<file path="src/rtl/csr_trap_unit_pkg.sv">
// Shared definitions for the machine-mode CSR file and trap sequencer:
// CSR addresses, op encodings, FSM states, bit positions and write masks.
package csr_pkg;

    // CSR addresses
    localparam logic [11:0] CSR_MSTATUS  = 12'h300;
    localparam logic [11:0] CSR_MIE      = 12'h304;
    localparam logic [11:0] CSR_MTVEC    = 12'h305;
    localparam logic [11:0] CSR_MSCRATCH = 12'h340;
    localparam logic [11:0] CSR_MEPC     = 12'h341;
    localparam logic [11:0] CSR_MCAUSE   = 12'h342;
    localparam logic [11:0] CSR_MTVAL    = 12'h343;
    localparam logic [11:0] CSR_MIP      = 12'h344;
    localparam logic [11:0] CSR_MHARTID  = 12'hF14;

    // csr_op encodings
    typedef enum logic [1:0] {
        CSR_NONE = 2'b00,
        CSR_RW   = 2'b01,
        CSR_RS   = 2'b10,
        CSR_RC   = 2'b11
    } csr_op_e;

    // Trap sequencer states
    typedef enum logic {
        ST_IDLE     = 1'b0,
        ST_REDIRECT = 1'b1
    } state_e;

    // Bit positions
    localparam int unsigned BIT_MIE  = 3;
    localparam int unsigned BIT_MPIE = 7;
    localparam int unsigned BIT_MEIE = 11;
    localparam int unsigned BIT_MEIP = 11;

    // mstatus.MPP is hard-wired to machine mode
    localparam logic [31:0] MSTATUS_RO_ONES = 32'h0000_1800;

    // Writable-bit masks, applied after the RW/RS/RC op
    localparam logic [31:0] WMASK_MSTATUS = (32'h1 << BIT_MIE) | (32'h1 << BIT_MPIE);
    localparam logic [31:0] WMASK_MIE     = 32'h1 << BIT_MEIE;
    localparam logic [31:0] WMASK_ALIGN4  = 32'hFFFF_FFFC;
    localparam logic [31:0] WMASK_FULL    = 32'hFFFF_FFFF;

endpackage

</file>
<file path="src/rtl/csr_trap_unit_if.sv">
// Datapath <-> CSR/trap unit signal bundle. The datapath is the master,
// the CSR/trap unit is the slave.
interface csr_trap_unit_if #(
    parameter int unsigned XLEN = 32
);
    logic [1:0]      csr_op;
    logic [11:0]     csr_addr;
    logic [XLEN-1:0] csr_wdata;
    logic [XLEN-1:0] csr_rdata;
    logic            csr_illegal;
    logic            trap_req;
    logic [XLEN-1:0] trap_cause;
    logic [XLEN-1:0] trap_pc;
    logic [XLEN-1:0] trap_tval;
    logic            mret_req;
    logic            ext_irq;
    logic            irq_pending;
    logic            busy;
    logic            redirect_valid;
    logic [XLEN-1:0] redirect_pc;

    modport master (
        output csr_op, csr_addr, csr_wdata, trap_req, trap_cause, trap_pc,
               trap_tval, mret_req, ext_irq,
        input  csr_rdata, csr_illegal, irq_pending, busy, redirect_valid,
               redirect_pc
    );

    modport slave (
        input  csr_op, csr_addr, csr_wdata, trap_req, trap_cause, trap_pc,
               trap_tval, mret_req, ext_irq,
        output csr_rdata, csr_illegal, irq_pending, busy, redirect_valid,
               redirect_pc
    );
endinterface

</file>
<file path="src/rtl/csr_trap_unit_write_alu.sv">
// CSR write-value computation: applies RW/RS/RC to the old value, then
// keeps only the writable bits, preserving the rest from the old value.
module csr_write_alu
    import csr_pkg::*;
#(
    parameter int unsigned XLEN = 32
) (
    input  csr_op_e         i_op,
    input  logic [XLEN-1:0] i_old,
    input  logic [XLEN-1:0] i_wdata,
    input  logic [XLEN-1:0] i_mask,
    output logic [XLEN-1:0] o_new
);

    logic [XLEN-1:0] w_raw;

    // Raw op result followed by writable-bit merge
    always_comb begin
        w_raw = i_old;
        case (i_op)
            CSR_RW:  w_raw = i_wdata;
            CSR_RS:  w_raw = i_old | i_wdata;
            CSR_RC:  w_raw = i_old & ~i_wdata;
            default: w_raw = i_old;
        endcase
        o_new = (w_raw & i_mask) | (i_old & ~i_mask);
    end

endmodule

</file>
<file path="src/rtl/csr_trap_unit.sv">
// Machine-mode CSR file and trap sequencer. Holds trap state, serves CSR
// reads/writes and issues a one-cycle PC redirect on trap entry and mret.
module csr_trap_unit
    import csr_pkg::*;
#(
    parameter int unsigned     XLEN        = 32,
    parameter logic [XLEN-1:0] MTVEC_RESET = 32'h0000_0000
) (
    input logic            clk,
    input logic            rst,
    csr_trap_unit_if.slave bus
);

    state_e          r_state;
    state_e          w_state_nxt;
    logic [XLEN-1:0] r_mstatus;     // only MIE/MPIE bits are ever non-zero
    logic [XLEN-1:0] r_mie;
    logic [XLEN-1:0] r_mtvec;
    logic [XLEN-1:0] r_mscratch;
    logic [XLEN-1:0] r_mepc;
    logic [XLEN-1:0] r_mcause;
    logic [XLEN-1:0] r_mtval;
    logic [XLEN-1:0] r_redirect_pc;

    csr_op_e         w_op;
    logic [XLEN-1:0] w_rdata;
    logic [XLEN-1:0] w_wmask;
    logic            w_mapped;
    logic            w_illegal;
    logic            w_csr_we;
    logic            w_accept_trap;
    logic            w_accept_mret;
    logic [XLEN-1:0] w_new;

    assign w_op = csr_op_e'(bus.csr_op);

    // Read mux, writable mask and address decode for the addressed CSR
    always_comb begin
        w_rdata  = '0;
        w_wmask  = '0;
        w_mapped = 1'b1;
        case (bus.csr_addr)
            CSR_MSTATUS:  begin w_rdata = r_mstatus | MSTATUS_RO_ONES; w_wmask = WMASK_MSTATUS; end
            CSR_MIE:      begin w_rdata = r_mie;      w_wmask = WMASK_MIE;    end
            CSR_MTVEC:    begin w_rdata = r_mtvec;    w_wmask = WMASK_ALIGN4; end
            CSR_MSCRATCH: begin w_rdata = r_mscratch; w_wmask = WMASK_FULL;   end
            CSR_MEPC:     begin w_rdata = r_mepc;     w_wmask = WMASK_ALIGN4; end
            CSR_MCAUSE:   begin w_rdata = r_mcause;   w_wmask = WMASK_FULL;   end
            CSR_MTVAL:    begin w_rdata = r_mtval;    w_wmask = WMASK_FULL;   end
            CSR_MIP:      w_rdata = {{(XLEN-1){1'b0}}, bus.ext_irq} << BIT_MEIP;
            CSR_MHARTID:  w_rdata = '0;
            default:      w_mapped = 1'b0;
        endcase
    end

    // Illegal-op decode; RS/RC with zero operand on mhartid is a pure read
    always_comb begin
        w_illegal = 1'b0;
        if (w_op != CSR_NONE) begin
            if (!w_mapped)
                w_illegal = 1'b1;
            else if (bus.csr_addr == CSR_MHARTID)
                w_illegal = (w_op == CSR_RW) || (bus.csr_wdata != '0);
        end
    end

    csr_write_alu #(
        .XLEN(XLEN)
    ) u_write_alu (
        .i_op    (w_op),
        .i_old   (w_rdata),
        .i_wdata (bus.csr_wdata),
        .i_mask  (w_wmask),
        .o_new   (w_new)
    );

    // Requests are only accepted in IDLE; trap wins over mret, both win over CSR writes
    assign w_accept_trap = (r_state == ST_IDLE) && bus.trap_req;
    assign w_accept_mret = (r_state == ST_IDLE) && !bus.trap_req && bus.mret_req;
    assign w_csr_we      = (r_state == ST_IDLE) && !bus.trap_req && !bus.mret_req &&
                           (w_op != CSR_NONE) && !w_illegal;

    // Sequencer state register
    always_ff @(posedge clk) begin
        if (rst) r_state <= ST_IDLE;
        else     r_state <= w_state_nxt;
    end

    // Next state and redirect handshake outputs
    always_comb begin
        w_state_nxt        = r_state;
        bus.busy           = 1'b0;
        bus.redirect_valid = 1'b0;
        case (r_state)
            ST_IDLE: begin
                if (bus.trap_req || bus.mret_req) w_state_nxt = ST_REDIRECT;
            end
            ST_REDIRECT: begin
                bus.busy           = 1'b1;
                bus.redirect_valid = 1'b1;
                w_state_nxt        = ST_IDLE;
            end
            default: w_state_nxt = ST_IDLE;
        endcase
    end

    // Trap entry, mret and CSR write updates of the register file
    always_ff @(posedge clk) begin
        if (rst) begin
            r_mstatus     <= '0;
            r_mie         <= '0;
            r_mtvec       <= MTVEC_RESET & WMASK_ALIGN4;
            r_mscratch    <= '0;
            r_mepc        <= '0;
            r_mcause      <= '0;
            r_mtval       <= '0;
            r_redirect_pc <= '0;
        end else if (w_accept_trap) begin
            r_mepc                <= bus.trap_pc & WMASK_ALIGN4;
            r_mcause              <= bus.trap_cause;
            r_mtval               <= bus.trap_tval;
            r_mstatus[BIT_MPIE]   <= r_mstatus[BIT_MIE];
            r_mstatus[BIT_MIE]    <= 1'b0;
            r_redirect_pc         <= r_mtvec & WMASK_ALIGN4;
        end else if (w_accept_mret) begin
            r_mstatus[BIT_MIE]    <= r_mstatus[BIT_MPIE];
            r_mstatus[BIT_MPIE]   <= 1'b1;
            r_redirect_pc         <= r_mepc;
        end else if (w_csr_we) begin
            case (bus.csr_addr)
                CSR_MSTATUS:  r_mstatus  <= w_new & WMASK_MSTATUS;
                CSR_MIE:      r_mie      <= w_new;
                CSR_MTVEC:    r_mtvec    <= w_new;
                CSR_MSCRATCH: r_mscratch <= w_new;
                CSR_MEPC:     r_mepc     <= w_new;
                CSR_MCAUSE:   r_mcause   <= w_new;
                CSR_MTVAL:    r_mtval    <= w_new;
                default: ;
            endcase
        end
    end

    assign bus.csr_rdata   = w_rdata;
    assign bus.csr_illegal = w_illegal;
    assign bus.redirect_pc = r_redirect_pc;
    assign bus.irq_pending = r_mstatus[BIT_MIE] & r_mie[BIT_MEIE] & bus.ext_irq;

endmodule

</file>
<file path="src/flat_wrapper.sv">
// flat-port wrapper written by rule: the top's interface ports become plain ports
module csr_trap_unit_flat import csr_pkg::*;
#(
    parameter int unsigned     XLEN        = 32,
    parameter logic [XLEN-1:0] MTVEC_RESET = 32'h0000_0000
)
  (clk, rst, bus_csr_op, bus_csr_addr, bus_csr_wdata, bus_trap_req, bus_trap_cause, bus_trap_pc, bus_trap_tval, bus_mret_req, bus_ext_irq, bus_csr_rdata, bus_csr_illegal, bus_irq_pending, bus_busy, bus_redirect_valid, bus_redirect_pc);
  csr_trap_unit_if #(.XLEN(XLEN)) bus_i ();
  input logic clk;
  input logic rst;
  input wire logic [$bits(bus_i.csr_op)-1:0] bus_csr_op;
  input wire logic [$bits(bus_i.csr_addr)-1:0] bus_csr_addr;
  input wire logic [$bits(bus_i.csr_wdata)-1:0] bus_csr_wdata;
  input wire logic [$bits(bus_i.trap_req)-1:0] bus_trap_req;
  input wire logic [$bits(bus_i.trap_cause)-1:0] bus_trap_cause;
  input wire logic [$bits(bus_i.trap_pc)-1:0] bus_trap_pc;
  input wire logic [$bits(bus_i.trap_tval)-1:0] bus_trap_tval;
  input wire logic [$bits(bus_i.mret_req)-1:0] bus_mret_req;
  input wire logic [$bits(bus_i.ext_irq)-1:0] bus_ext_irq;
  output wire logic [$bits(bus_i.csr_rdata)-1:0] bus_csr_rdata;
  output wire logic [$bits(bus_i.csr_illegal)-1:0] bus_csr_illegal;
  output wire logic [$bits(bus_i.irq_pending)-1:0] bus_irq_pending;
  output wire logic [$bits(bus_i.busy)-1:0] bus_busy;
  output wire logic [$bits(bus_i.redirect_valid)-1:0] bus_redirect_valid;
  output wire logic [$bits(bus_i.redirect_pc)-1:0] bus_redirect_pc;
  assign bus_i.csr_op = bus_csr_op;
  assign bus_i.csr_addr = bus_csr_addr;
  assign bus_i.csr_wdata = bus_csr_wdata;
  assign bus_i.trap_req = bus_trap_req;
  assign bus_i.trap_cause = bus_trap_cause;
  assign bus_i.trap_pc = bus_trap_pc;
  assign bus_i.trap_tval = bus_trap_tval;
  assign bus_i.mret_req = bus_mret_req;
  assign bus_i.ext_irq = bus_ext_irq;
  assign bus_csr_rdata = bus_i.csr_rdata;
  assign bus_csr_illegal = bus_i.csr_illegal;
  assign bus_irq_pending = bus_i.irq_pending;
  assign bus_busy = bus_i.busy;
  assign bus_redirect_valid = bus_i.redirect_valid;
  assign bus_redirect_pc = bus_i.redirect_pc;
  csr_trap_unit #(.XLEN(XLEN), .MTVEC_RESET(MTVEC_RESET)) u_core (.clk(clk), .rst(rst), .bus(bus_i));
endmodule
</file>
<file path="config.mk">
export PLATFORM = sky130hd
export DESIGN_NAME = csr_trap_unit_flat
export DESIGN_NICKNAME = d
export VERILOG_FILES = /design/src/rtl/csr_trap_unit_pkg.sv /design/src/rtl/csr_trap_unit_if.sv /design/src/rtl/csr_trap_unit_write_alu.sv /design/src/rtl/csr_trap_unit.sv /design/src/flat_wrapper.sv
export SDC_FILE = /design/constraint.sdc
export NUM_CORES = 1
export LEC_CHECK = 0
export CAP_MARGIN = 25
export CORE_MARGIN = 5
export CORE_UTILIZATION = 25
export CTS_CLUSTER_DIAMETER = 60
export DETAILED_ROUTE_END_ITERATION = 10
export SLEW_MARGIN = 20
export SYNTH_ARGS = -nofsm -noshare
export SYNTH_HDL_FRONTEND = slang
export SYNTH_SLANG_ARGS = --single-unit
</file>
<file path="constraint.sdc">
create_clock -name clk -period 4.15 [get_ports clk]
set_input_delay 0.83 -clock clk [delete_from_list [all_inputs] [get_ports clk]]
set_output_delay 0.83 -clock clk [all_outputs]
set_load 0.01 [all_outputs]
</file>
==> impl_metrics.ini <==
[run_status]
status = completed

[worst_setup_path]
startpoint = bus_csr_addr[2]
cp.required_ns = 3.32
crit_arrival_ns = 3.26
critPathKind = input pin to output port
crit_fanout = 17
cp-end-kind = output port
r2r-start = u_core.r_state$_SDFF_PP0_
start_kind = input pin

[detailed_routing]
wl_per_cell_um = 24.58
drt-initial-drc-count = 1432
drc = 0
totalWireLength_um = 61510
drt_pass1_iterations = 7
vias = 14270
vias_per_cell = 5.700
ant_nets = 0

[synth]
avgSynthCellArea_sq_um = 8.296
ys_seq_elements = 227
synthTopCellsByArea = dfxtp_1 (36%), a21oi_1 (12%), o311ai_0 (7.7%)
synth_cells = 1517
ys.flop_type = dfxtp_1
async_reset_ff_share_pct = 0
synth.yosys.seq_area_share_pct = 36.11
synth.most_common_cell = a21oi_1
synth_top_area_share_pct = 36.11
synth_edf_count = 0
syn_area_sq_um = 12580
synth_top_cell_by_area = dfxtp_1
yosysWarnings = 0
synth_commonest_cells = a21oi_1 (292), dfxtp_1 (227), o311ai_0 (111), clkbuf_1 (100), o21ai_0 (91)
synthDistinctLibCells = 72
syn_nets = 1664

[clock_network]
cts.htree.levels = 1
cts_tree = done
clockBufferDepth = 3
path_clk_slew_ns = 0.06
postCtsHoldBufs = 0
cts_buffers = 28
cts_sinks = 227
clkLatencyLatePin_ns = 0.56
cts_root_buf = clkbuf_16

[power_and_ir_drop]
peakVddDrop_v = 0.0003728
p_leak_nw = 6.456
power_frac_clock_pct = 43.6
p_sw_w = 0.001551
internal_power_w = 0.004094
switching_share_pct = 27.47
p_comb_share_pct = 14.8
powerDensity_nw_per_um2 = 320.2
seq_power_share_pct = 41.6

[placed_design]
place.gp.congestion = 0.9640
dpl.hpwl_um = 42120
pre_cts_ws_ns = -0.5233
portBuffers = 212
placed_area_sq_um = 16470

[sta]
worst_pin_slew_ns = 0.8927
tns_ns = 0
rsz0062_at_grt = no
whs_ns = 0.4484
slew_viol_final = 0
fmax_mhz = 244.7
maxSlewHeadroom_pct = 40.49
min_period_ns = 4.087
fin_skew_ns = 0.01527
period_share_pct = 98.47
setup_slack_ns = 0.06333
setup_viol_count_final = 0
finalHoldViolations = 0

[floorplan]
core_area_sq_um = 49970
rows = 82
die_w_um = 234.4
dieHeight_um = 234.4
die_area_sq_um = 54920
initial_utilization_pct = 25.19
pin_count = 215

[layout]
syn_to_final_growth_pct = 40.10
fin_area_sq_um = 17630
utilization_pct = 35.29
antennaDiodeCount = 0
layout-drive-gt1-share_pct = 19.50
finalNetCount = 1959

[grt]
antenna_found_initial = 3
grt_pass1_vias = 13700
track_usage_pct = 21.26
grt_overflow = 0
grt_max_degree = 82
grt_pass1_wl_um = 88670

[run]
max-cap-violations = 0

[hold_path]
hp-class = flip-flop to flip-flop
hp-start = u_core.r_mscratch[25]$_SDFFE_PP0P_
## flip-flops by register name, indices dropped and copies added (netlist names)
name	count
u_core.bus.redirect_pc	32
u_core.r_mcause	32
u_core.r_mepc	32
u_core.r_mie	32
u_core.r_mscratch	32
u_core.r_mtval	32
u_core.r_mtvec	32
u_core.r_mstatus	2
u_core.r_state	1
## power by group through the flow
stage / clock network (W) / logic [W] / registers, W
after floorplan: 0 / 0.000375 / 0.00238
after global placement: 0 / 0.000808 / 0.00239
after detailed placement: 0 / 0.000815 / 0.00239
after CTS: 0.00250 / 0.000825 / 0.00235
after global routing: 0.00259 / 0.000887 / 0.00236
final: 0.00246 / 0.000834 / 0.00235
## what timing repair did
action | in CTS | in global routing
gates resized for setup | 54 | 7
pin swaps | 6 | 2
endpoints found under the setup margin | 31 | 10
buffers inserted | 17 | 3
cloned | 2 | 0
## per-layer routing
metal	share of wire (%)	vias to the layer above	GRT usage, %
li1	-	6478	-
met1	43	6855	29.00
met2	44	777	32.71
met3	9.5	153	4.468
met4	4.1	4	8.831
met5	0.044	-	0
## worst max-delay path: stages
cell             delay [ns]
clkdlybuf4s50_1        0.42
buf_4                  0.22
or3b_2                 0.51
nor4_4                 0.41
buf_4                  0.18
buf_4                  0.11
a22o_1                 0.15
or2_2                  0.12
dlygate4sd2_1          0.29
## metrics by stage
stage                     cells  power [W]
after CTS                  2500   0.005668
after floorplan            1517   0.002758
after detailed placement   2432   0.003208
after global routing       2503   0.005832
final                      2503   0.005645
after global placement     2432   0.003197
## area by class of cell
class                           count  area, sq um
Multi-Input combinational cell   1136         7538
Tap cell                          672        840.8
Timing Repair Buffer              410         3761
Clock inverter                     11        131.4
Fill cell                        5159        32330
Inverter                            9        35.03
Sequential cell                   227         4546
Clock buffer                       38        778.2
## kinds of logic after synthesis
kind of cell	after synthesis	synth area share, %
flip-flops	227	36.11
buffers and inverters	154	5.170
AND/OR/NAND/NOR	401	18.06
multiplexers	37	3.062
XOR/XNOR	31	2.157
AO/OA/AOI/OAI	667	35.44
## placed cells by master, fill, tap and decap left out, types with 5 or more instances in the layout
cell and instances:
and3_1 34, nor2_1 46, o2bb2ai_1 23, clkbuf_16 28, buf_4 176, clkbuf_1 6
a32o_1 5, o22ai_1 6, or2_2 30, mux2i_1 25, a22o_1 17, dfxtp_1 226
a21oi_1 287, nand2_1 71, a31oi_1 8, nor2b_1 63, o311ai_0 111, nor3_1 7
clkinv_2 5, a211o_1 15, nand3_1 70, o311ai_1 26, nand4_1 9, mux2_2 12
dlygate4sd2_1 27, buf_12 13, clkdlybuf4s50_1 174, a21oi_2 5, xnor2_1 29, o21ai_0 91
and2_1 7, inv_1 8, a32oi_1 11, nand2b_1 7, buf_6 9, o221a_2 30
nor4_1 11, nor4_4 6
## path summary, 6_finish.rpt
path,end,slack [ns],depth (start not counted)
max,bus_csr_rdata[3],0.06,9
min,u_core.r_mscratch[25]$_SDFFE_PP0P_,0.45,2
max reg2reg,u_core.r_mcause[5]$_SDFFE_PP0P_,1.46,5
min reg2reg,u_core.r_mscratch[25]$_SDFFE_PP0P_,0.45,2
(Power assumes the default switching activity.)
